File: config.mk
export PLATFORM = sky130hd
export DESIGN_NAME = jesd_rx_pack32
export DESIGN_NICKNAME = d
export VERILOG_FILES = /design/src/rtl/jesd_rx_pack32.sv
export SDC_FILE = /design/constraint.sdc
export NUM_CORES = 1
export LEC_CHECK = 0
export ABC_AREA = 0
export CAP_MARGIN = 15
export CORE_UTILIZATION = 45
export CTS_BUF_LIST = sky130_fd_sc_hd__clkbuf_16
export DETAILED_ROUTE_END_ITERATION = 8
export GPL_TIMING_DRIVEN = 0
export PLACE_DENSITY_LB_ADDON = 0.15
export SYNTH_ARGS = -nofsm -noshare
export SYNTH_HDL_FRONTEND = slang
export SYNTH_SLANG_ARGS = --single-unit
File: constraint.sdc
create_clock -name rx_link_clk -period 8.3 [get_ports rx_link_clk]
set_clock_uncertainty 0.1 [all_clocks]
set_input_delay 1.66 -clock rx_link_clk [delete_from_list [all_inputs] [get_ports rx_link_clk]]
set_output_delay 1.66 -clock rx_link_clk [all_outputs]
set_load 0.02 [all_outputs]
File: src/rtl/jesd_rx_pack32.sv
`default_nettype none
// ============================================================================
// Module   : jesd_rx_pack32
// Brief    : Packs 16-bit I/Q sample pairs into 32-bit words behind a FWFT FIFO.
//            Optional dropped-word counter enabled by JESD_PACK_OVF_CNT_EN.
// Revision : 1.0
// ============================================================================
module jesd_rx_pack32 #(
    parameter int DATA_IN_WIDTH  = 16,
    parameter int DATA_OUT_WIDTH = 32,
    parameter int FIFO_DEPTH     = 16
) (
    input  logic                            rx_link_clk,
    input  logic                            rst,
    input  logic                            enable,
    input  logic                            din_valid,
    input  logic [DATA_IN_WIDTH-1:0]        din_real,
    input  logic [DATA_IN_WIDTH-1:0]        din_imag,
    output logic                            dout_valid,
    input  logic                            dout_ready,
    output logic [DATA_OUT_WIDTH-1:0]       dout_real,
    output logic [DATA_OUT_WIDTH-1:0]       dout_imag,
    output logic [$clog2(FIFO_DEPTH):0]     fifo_level,
    output logic                            overflow,
    output logic [15:0]                     ovf_count
);

    localparam int                  c_ptr_w = $clog2(FIFO_DEPTH);
    localparam int                  c_lvl_w = c_ptr_w + 1;
    localparam logic [c_lvl_w-1:0]  c_depth = c_lvl_w'(FIFO_DEPTH);
    localparam logic [c_lvl_w-1:0]  c_one   = c_lvl_w'(1);

    logic                       r_phase;
    logic [DATA_IN_WIDTH-1:0]   r_hold_real;
    logic [DATA_IN_WIDTH-1:0]   r_hold_imag;
    logic                       r_push_vld;
    logic [DATA_OUT_WIDTH-1:0]  r_push_real;
    logic [DATA_OUT_WIDTH-1:0]  r_push_imag;
    logic [c_ptr_w-1:0]         r_wr_ptr;
    logic [c_ptr_w-1:0]         r_rd_ptr;
    logic [c_lvl_w-1:0]         r_level;
    logic                       r_dout_valid;
    logic [DATA_OUT_WIDTH-1:0]  r_dout_real;
    logic [DATA_OUT_WIDTH-1:0]  r_dout_imag;
    logic                       r_overflow;
    logic [DATA_OUT_WIDTH-1:0]  r_mem_real [FIFO_DEPTH];
    logic [DATA_OUT_WIDTH-1:0]  r_mem_imag [FIFO_DEPTH];

    logic w_pop;
    logic w_push_ok;
    logic w_drop;
    logic w_mem_empty;
    logic w_load_mem;
    logic w_load_push;
    logic w_mem_wr;

    // The output register counts as one FIFO slot; memory holds level-1 words.
    assign w_pop       = r_dout_valid & dout_ready;
    assign w_push_ok   = r_push_vld & ((r_level < c_depth) | w_pop);
    assign w_drop      = r_push_vld & ~w_push_ok;
    assign w_mem_empty = (r_level <= c_one);
    assign w_load_mem  = w_pop & ~w_mem_empty;
    assign w_load_push = w_push_ok & (~r_dout_valid | (w_pop & w_mem_empty));
    assign w_mem_wr    = w_push_ok & ~w_load_push;

    always_ff @(posedge rx_link_clk or posedge rst) begin
        if (rst) begin
            r_phase      <= 1'b0;
            r_hold_real  <= '0;
            r_hold_imag  <= '0;
            r_push_vld   <= 1'b0;
            r_push_real  <= '0;
            r_push_imag  <= '0;
            r_wr_ptr     <= '0;
            r_rd_ptr     <= '0;
            r_level      <= '0;
            r_dout_valid <= 1'b0;
            r_dout_real  <= '0;
            r_dout_imag  <= '0;
            r_overflow   <= 1'b0;
        end else if (!enable) begin
            r_phase      <= 1'b0;
            r_hold_real  <= '0;
            r_hold_imag  <= '0;
            r_push_vld   <= 1'b0;
            r_wr_ptr     <= '0;
            r_rd_ptr     <= '0;
            r_level      <= '0;
            r_dout_valid <= 1'b0;
            r_overflow   <= 1'b0;
        end else begin
            if (din_valid) begin
                r_phase <= ~r_phase;
                if (!r_phase) begin
                    r_hold_real <= din_real;
                    r_hold_imag <= din_imag;
                end else begin
                    r_push_real <= {din_real, r_hold_real};
                    r_push_imag <= {din_imag, r_hold_imag};
                end
            end
            r_push_vld <= din_valid & r_phase;

            if (w_mem_wr)
                r_wr_ptr <= r_wr_ptr + c_ptr_w'(1);
            if (w_load_mem)
                r_rd_ptr <= r_rd_ptr + c_ptr_w'(1);

            if (w_push_ok && !w_pop)
                r_level <= r_level + c_one;
            else if (!w_push_ok && w_pop)
                r_level <= r_level - c_one;

            if (w_load_mem) begin
                r_dout_real  <= r_mem_real[r_rd_ptr];
                r_dout_imag  <= r_mem_imag[r_rd_ptr];
                r_dout_valid <= 1'b1;
            end else if (w_load_push) begin
                r_dout_real  <= r_push_real;
                r_dout_imag  <= r_push_imag;
                r_dout_valid <= 1'b1;
            end else if (w_pop) begin
                r_dout_valid <= 1'b0;
            end

            if (w_drop)
                r_overflow <= 1'b1;
        end
    end

    always_ff @(posedge rx_link_clk) begin
        if (enable && w_mem_wr) begin
            r_mem_real[r_wr_ptr] <= r_push_real;
            r_mem_imag[r_wr_ptr] <= r_push_imag;
        end
    end

`ifdef JESD_PACK_OVF_CNT_EN
    logic [15:0] r_ovf_count;

    always_ff @(posedge rx_link_clk or posedge rst) begin
        if (rst)
            r_ovf_count <= '0;
        else if (!enable)
            r_ovf_count <= '0;
        else if (w_drop && (r_ovf_count != 16'hFFFF))
            r_ovf_count <= r_ovf_count + 16'd1;
    end

    assign ovf_count = r_ovf_count;
`else
    assign ovf_count = 16'h0000;
`endif

    assign dout_valid = r_dout_valid;
    assign dout_real  = r_dout_real;
    assign dout_imag  = r_dout_imag;
    assign fifo_level = r_level;
    assign overflow   = r_overflow;

endmodule
`default_nettype wire

; ---- Word level (Yosys, flattened, before mapping)
; Memory sizes are Yosys's and may differ from the RTL's.
; Cells that the tools add are included.
[word_totals]
ramBits = 1024
regBits = 177
memories = 2
input_bits = 37
out_inout_bits = 87
word_cells = 80
[classes]
bitwise_logic = 15
magnitude_cmp = 2
n_addsub = 4
n_reduce_logical = 9
muxes = 28
n_eq_ne = 7
[memory_table]
columns = name, depth, word_bits, read_ports, rd_clocked_by_memory_dff, write_ports, line_no
row1 = r_mem_imag, 16, 32, 1, 0, 1, 47  ; logic [DATA_OUT_WIDTH-1:0] r_mem_imag [FIFO_DEPTH];
row2 = r_mem_real, 16, 32, 1, 0, 1, 46  ; logic [DATA_OUT_WIDTH-1:0] r_mem_real [FIFO_DEPTH];
[ops]
columns = cell, n
row1 = $mux 32, 4
row2 = $mux 16, 6
row3 = $mux 4, 4
row4 = $mux 5, 3
row5 = $mux 1, 11
row6 = $add 4x1->4 const B, 2
row7 = $and 1x1->1, 8
row8 = $ne 2x1->1 const B, 4
row9 = $add 5x1->5 const B, 1
row10 = $le 5x1->1 const B, 1
row11 = $lt 5x5->1 const B, 1
row12 = $not 1->1, 5
row13 = $sub 5x1->5 const B, 1
row14 = $ne 4x1->1 const B, 1
row15 = $reduce_and 2->1, 2
row16 = $logic_and 1x1->1, 3
row17 = $ne 3x1->1 const B, 1
row18 = $reduce_and 3->1, 1
row19 = $logic_not 1->1, 2
row20 = $ne 2x2->1 const B, 1
row21 = $or 1x1->1, 2
row22 = $reduce_bool 2->1, 1

; ---- Depth between registers and ports, before layout
; Gate-level depths: netlist of the first run.
[logic_depth]
depth_word = 9
depth_mapped = 9
depth_no_buf = 7

; ---- Least setup slack after synthesis of the first run
; No wires, ideal clock.
[synth_path]
path_kind = in2reg
startpoint = input port enable
endpoint = memory r_mem_imag[3][0] (enable)
slack_ns = 0.921
setup_time_ns = 0.564
n_path_buf = 2
path_stages = 4
t_arrival_ns = 6.714
cell_sequence = clkbuf_1 -> clkbuf_1 -> nand3_1 -> nor3_1
[synth_via]
elab_chain_cells = 3
[synth_lines]
columns = item, line_no
row1 = from (decl), 15  ; input logic enable,
row2 = $logic_and 1x1->1, 132  ; if (enable && w_mem_wr) begin
row3 = $mux 1, 132
row4 = $mux 1 (not written as such), 134  ; r_mem_imag[r_wr_ptr] <= r_push_imag;
row5 = to (decl), 47
; Every way passes these cells.

; ---- Final worst setup path of the first run
[layout_path]
startpoint = input port enable
endpoint = memory r_mem_real[0][2] (enable)
[layout_via]
elab_chain_cells = 3
[layout_lines]
columns = item, line_no
row1 = $logic_and 1x1->1, 132
row2 = $mux 1, 132
row3 = $mux 1 (not written as such), 133  ; r_mem_real[r_wr_ptr] <= r_push_real;
row4 = to (decl), 46
; Every way passes these cells.

==> impl_metrics.yaml, run 1 <==
outcome:
  status: "complete, no violations"
timing:
  max_clock_freq_mhz: 233
  worst_slew_pin_slew_ns: 1.16
  finalHoldViolCount: 0
  finalMaxSlewViolations: 0
  finalCritPeriodShare_pct: 51.6
  grt_setup_unrepaired: "no"
  fin_crit_ns: 4.29
  setup_viol: 0
  relSlewSlack_pct: 22.3
  fin_setup_tns_ns: 0
cts:
  cts_buffers: 119
  clockRootBuffer: "clkbuf_16"
  cts_tree: "done"
  cts_setup_buffers: 0
  clock-sinks: 1201
  h-tree-depth: 3
  clk_latency_ns: 0.70
  post_cts_resized: 0
  cts.clk_slew.worst_paths_ns: 0.06
  hold_buffers: 0
  cts_max_path_buffers: 3
global_routing:
  grt_usage_pct: 22.7
  grt_max_degree: 92
  grt_overflow: 0
  grt_pass1_wl_mm: 166
  antenna_found_initial: 5
  grt_pass1_vias: 24200
pwr:
  powerDensity_nw_per_um2: 256
  power_leakage_nw: 17.8
  ir_worst_vdd_v: 0.000165
yosys:
  synth_warnings: 0
  synth_top_area_share_pct: 67.4
  avgSynthCellArea_sq_um: 20.7
  syn_inst: 2206
  synth_edf_count: 1024
  async_flop_share_pct: 14.7
  synth_seq_cells: 1201
  netlist_top_cells_count: "1024 x edfxtp_1, 256 x mux4_2, 197 x a21oi_1"
  seq_area_frac_synth_pct: 77.1
  yosys-top-cells-area: "edfxtp_1 67%, mux4_2 13%, dfrtp_1 9.7%"
  synth.most_common_cell: "edfxtp_1"
  synth_top_cell_by_area: "edfxtp_1"
  ys.flop_type: "edfxtp_1"
  syn_area_sq_um: 45600
  ys_types: 40
detailed_routing:
  drc: 0
  drt_iter0_drc: 2188
  wl_met1_mm: 48.1
  vias: 23000
  ant_nets: 0
  vias_per_cell: 5.78
  dr_wl_met2_mm: 57.3
  first_pass_iters: 5
  routedWlPerCell_um: 28.9
  wl_met3_mm: 7.29
  wl_mm: 115
  top_layer_used: "met5"
die:
  die-area_sq_um: 103000
  die_h_um: 320
  dieWidth_um: 320
  rows: 116
  num_io_pins: 124
  coreArea_sq_um: 100000
  start_util_pct: 45.5
worst_setup_path:
  worstPathArrival_ns: 4.57
  path_max_fanout: 10
  cp-start-kind: "primary input"
  r2r_start: "fifo_level[1]"
  worstRegToRegCells: 11
  crit_type: "in -> reg"
  reg2reg_slack_ns: 4.58
  cp.required_ns: 8.58
  endpoint_kind: "register"
  rr_endpoint: "r_mem_real[0][2]"
placed_design:
  port_buffers: 106
  place_hpwl_mm: 76.2
  dp.cells: 3755
  gp_congestion: 0.735
worst_hold_path:
  hold_path_startpoint: "r_hold_imag[0]"
  hold_depth: 1
  worstHoldPathType: "reg -> reg"
  worstHoldEndpoint: "r_hold_imag[0]"
final_layout:
  nFillCells: 7763
  syn_to_final_growth_pct: 17.3
  utilization_pct: 53.4
  layout-drive-gt1-share_pct: 24.9
  stdcell_count: 3981
  n_antenna_cell: 0
  final_nets: 2564
flow_run:
  maxCapViolCount: 0
==> flip-flops by register name (all words and copies together), names as in the netlist <==
name	flops
dout_imag	32
dout_real	32
dout_valid	1
fifo_level	5
overflow	1
r_hold_imag	16
r_hold_real	16
r_mem_imag	512
r_mem_real	512
r_phase	1
r_push_imag	32
r_push_real	32
r_push_vld	1
r_rd_ptr	4
r_wr_ptr	4
==> critical path, cell delays in order <==
cell      delay (ns)
clkbuf_1        0.55
clkbuf_1        0.47
nand3_1         0.42
nor3_2          0.73
buf_4           0.33
buf_6           0.20
buf_6           0.18
==> metrics by stage <==
| step | instance area [sq um] | hold slack (ns) | power (mW) | setup slack [ns] |
|---|---|---|---|---|
| after floorplan | 45700 | 0.369 | 8.06 | 0.921 |
| after global placement | 48500 | 0.384 | 8.66 | -5.31 |
| after detailed placement | 49800 | 0.388 | 8.72 | 3.27 |
| after CTS | 53500 | 0.408 | 13.8 | 3.98 |
| after global routing | 53500 | 0.421 | 14.2 | 3.86 |
| final | 53500 | 0.404 | 13.7 | 4.01 |
==> cells by family (layout without fill, tap and decap cells) <==
| family | Yosys count | in the layout | synth area share (%) |
|---|---|---|---|
| DFF | 1201 | 1201 | 77.1 |
| AOI/OAI and AO/OA | 374 | 374 | 5.16 |
| muxes | 323 | 323 | 14.3 |
| buffers and inverters | 158 | 561 | 1.84 |
| and+or+nand+nor | 134 | 134 | 1.28 |
| adders and majority gates | 8 | 8 | 0.219 |
| xor gates and xnor gates | 7 | 7 | 0.134 |
| other | 1 | 16 | 0.00822 |
==> final cells by class <==
class / instances / area (sq um) / area share, %
plain buffers: 150 / 808 / 1.51
clock buffers: 125 / 3130 / 5.84
clock inverters: 101 / 626 / 1.17
inverters: 8 / 37.5 / 0.0701
multi-input cells: 862 / 9790 / 18.3
flip-flops and latches: 1201 / 35200 / 65.7
well taps: 1357 / 1700 / 3.17
repair buffers: 177 / 2280 / 4.26
==> how the worst max path moves through the flow <==
stage | start | to | slack, ns | depth (start not counted)
global placement | enable | r_mem_real[1][0] | -5.31 | 4
detailed placement | enable | r_mem_real[0][2] | 3.27 | 7
CTS | enable | r_mem_real[0][1] | 3.98 | 7
global route | enable | r_mem_real[0][2] | 3.86 | 7
floorplan | enable | r_mem_imag[3][0] | 0.92 | 4
finish | enable | r_mem_real[0][2] | 4.01 | 7
==> placed cells by master, fill, tap and decap left out, types with 6 or more instances in the layout <==
cell type	Yosys	layout
edfxtp_1	1024	1024
mux4_2	256	256
a21oi_1	197	197
dfrtp_1	177	177
a22oi_1	128	128
clkbuf_16	0	125
clkdlybuf4s50_1	0	106
nor2_1	81	68
mux2_2	64	64
clkbuf_1	57	57
buf_6	12	40
buf_2	37	37
inv_1	8	35
buf_4	29	33
a22o_1	32	32
clkinv_1	0	32
buf_12	0	25
clkinv_2	0	22
conb_1	1	16
buf_1	15	15
nand2_1	14	14
buf_16	0	13
nor2_4	0	12
and2_1	9	9
clkinvlp_4	0	9
ha_1	8	8
nand3_1	7	7
bufinv_16	0	6
==> routing by layer <==
layer	up-vias	GRT usage, %
li1	9688	-
met1	12400	31.2
met2	758	37.7
met3	142	4.03
met4	2	5.56
met5	-	0
==> power by group <==
group          switching (mW)  total, mW  internal, mW
Clock                    2.25       5.14          2.89
Combinational           0.519      0.997         0.478
Sequential              0.481       7.60          7.11
No activity file was read; power rests on OpenSTA's default activity.
==> run 2: changes to the inputs <==
==> constraint.sdc (replaced) <==
create_clock -name rx_link_clk -period 3.8 [get_ports rx_link_clk]
set_clock_uncertainty 0.1 [all_clocks]
set_input_delay 0.76 -clock rx_link_clk [delete_from_list [all_inputs] [get_ports rx_link_clk]]
set_output_delay 0.76 -clock rx_link_clk [all_outputs]
set_load 0.02 [all_outputs]
==> impl_metrics.yaml, run 2 (same netlist as run 1, synthesis figures left out) <==
final_layout:
  nFillCells: 7727
  final_nets: 2577
  mostFrequentLayoutCell: "edfxtp_1"
  top_regs: "r_mem_imag: 512 flops, r_mem_real: 512 flops"
  layout-drive-gt1-share_pct: 25.1
  utilization_pct: 54.0
  fin_area_sq_um: 54100
  syn_to_final_growth_pct: 18.6
  final_cell_mix: "1024 x edfxtp_1, 256 x mux4_2, 197 x a21oi_1, 177 x dfrtp_1, 134 x clkbuf_16"
worst_setup_path:
  critPathSlowestCell: "nor3_4"
  path_buf_inv: 4
  crit_type: "reg -> reg"
  crit_top_cell: "buf_16"
  cp_slowest_stage_delay_ns: 0.87
  path_cells: "inv_1, ha_1, o21bai_1, a31oi_1, and3_1, buf_2, nand3_1, nor3_4, buf_16, buf_16"
  worstPathArrival_ns: 3.94
  path_max_fanout: 12
  path_delay_family: "simple AND/OR/NAND/NOR gates"
  endpoint_kind: "register"
  cp.required_ns: 4.12
  cp-start-kind: "register"
detailed_routing:
  first_pass_iters: 7
  ant_nets: 0
  vias: 23200
  vias_per_cell: 5.80
  routedWlPerCell_um: 29.2
  wl_met3_mm: 7.78
  top_layer_used: "met4"
  wl_met1_mm: 48.8
  dr_wl_met2_mm: 57.5
  drc: 0
  drt_iter0_drc: 2492
  wl_mm: 117
cts:
  clockRootBuffer: "clkbuf_16"
  hold_buffers: 0
  clock-sinks: 1201
  cts.clk_slew.worst_paths_ns: 0.06
  h-tree-depth: 4
  cts_buffers: 130
  cts_max_path_buffers: 3
  clk_latency_ns: 0.73
  cts_tree: "done"
pwr:
  power_mw: 30.6
  power_leakage_nw: 18.0
  powerDensity_nw_per_um2: 565
  ir_worst_vdd_v: 0.000392
die:
  coreArea_sq_um: 100000
  dieWidth_um: 320
  num_io_pins: 124
  start_util_pct: 45.5
  rows: 116
  die-area_sq_um: 103000
  die_h_um: 320
timing:
  finalCritPeriodShare_pct: 95.3
  worst_slew_pin_slew_ns: 1.18
  grt_setup_unrepaired: "no"
  setup_slack_ns: 0.180
  finalMaxSlewViolations: 0
  fin_setup_tns_ns: 0
  setup_viol: 0
  relSlewSlack_pct: 21.0
  finalHoldViolCount: 0
  fin_crit_ns: 3.62
  max_clock_freq_mhz: 276
global_routing:
  grt_overflow: 0
  grt_pass1_vias: 24100
  grt_pass1_wl_mm: 168
  grt_usage_pct: 23.2
  grt_max_degree: 37
  antenna_found_initial: 1
placed_design:
  place_hpwl_mm: 76.9
  gp_congestion: 0.734
  dp_slack_ns: -0.408
  port_buffers: 106
  place_area_sq_um: 50000
outcome:
  status: "complete, no violations"
worst_hold_path:
  worstHoldPathType: "in -> async"
flow_run:
  maxCapViolCount: 0
## run 2: worst register-to-register path: stages (launching register included)
cell and delay, ns:
dfrtp_1 0.44, inv_1 0.11, ha_1 0.19, o21bai_1 0.22, a31oi_1 0.25, and3_1 0.19, buf_2 0.20, nand3_1 0.33
nor3_4 0.87, buf_16 0.24, buf_16 0.18
## run 2: area by class of cell
class | count | area, sq um | area share (%)
antenna | 3 | 7.51 | 0.0139
buffer | 150 | 808 | 1.49
sequential | 1201 | 35200 | 65.0
tap | 1357 | 1700 | 3.14
timing repair buffer | 179 | 2580 | 4.76
inverter | 8 | 33.8 | 0.0624
clock inverter | 106 | 653 | 1.21
clock buffer | 134 | 3350 | 6.20
multi-input combinational | 862 | 9820 | 18.1
## run 2: final timing paths
path / slack [ns] / end / depth (start not counted) / startpoint
worst max-delay path: 0.18 / r_mem_real[1][11] / 10 / fifo_level[1]
worst min-delay path: 0.33 / r_hold_imag[2] / 2 / rst
worst max register to register: 0.18 / r_mem_real[1][11] / 10 / fifo_level[1]
worst min register to register: 0.40 / r_hold_real[5] / 1 / r_hold_real[5]
max in group asynchronous: 1.91 / dout_real[0] / 6 / rst
min in group rx_link_clk: 0.40 / r_hold_real[5] / 1 / r_hold_real[5]
## run 2: repair_timing
item | CTS | global route
gates resized for setup | 0 | 0
buffers inserted | 0 | 10
endpoints found under the hold margin | 0 | 0
endpoints found under the setup margin | 0 | 65
## run 2: where the power goes
part	total [mW]	internal [mW]	switching (mW)
combinational	2.20	1.05	1.15
sequential	16.6	15.5	1.04
clock	11.8	6.68	5.09
total	30.6	23.3	7.28
## run 2: routing by layer
layer / GRT usage (%) / vias to the layer above
li1: - / 9748
met2: 37.6 / 813
met3: 4.67 / 159
met1: 31.8 / 12500
met4: 7.03 / 0
met5: 0 / -
## run 2: stage by stage
step	instances	hold slack, ns
2_1_floorplan	2221	0.369
3_3_place_gp	3684	0.385
3_5_place_dp	3747	0.392
4_1_cts	3987	0.316
5_1_grt	3997	0.364
6_report	4000	0.330
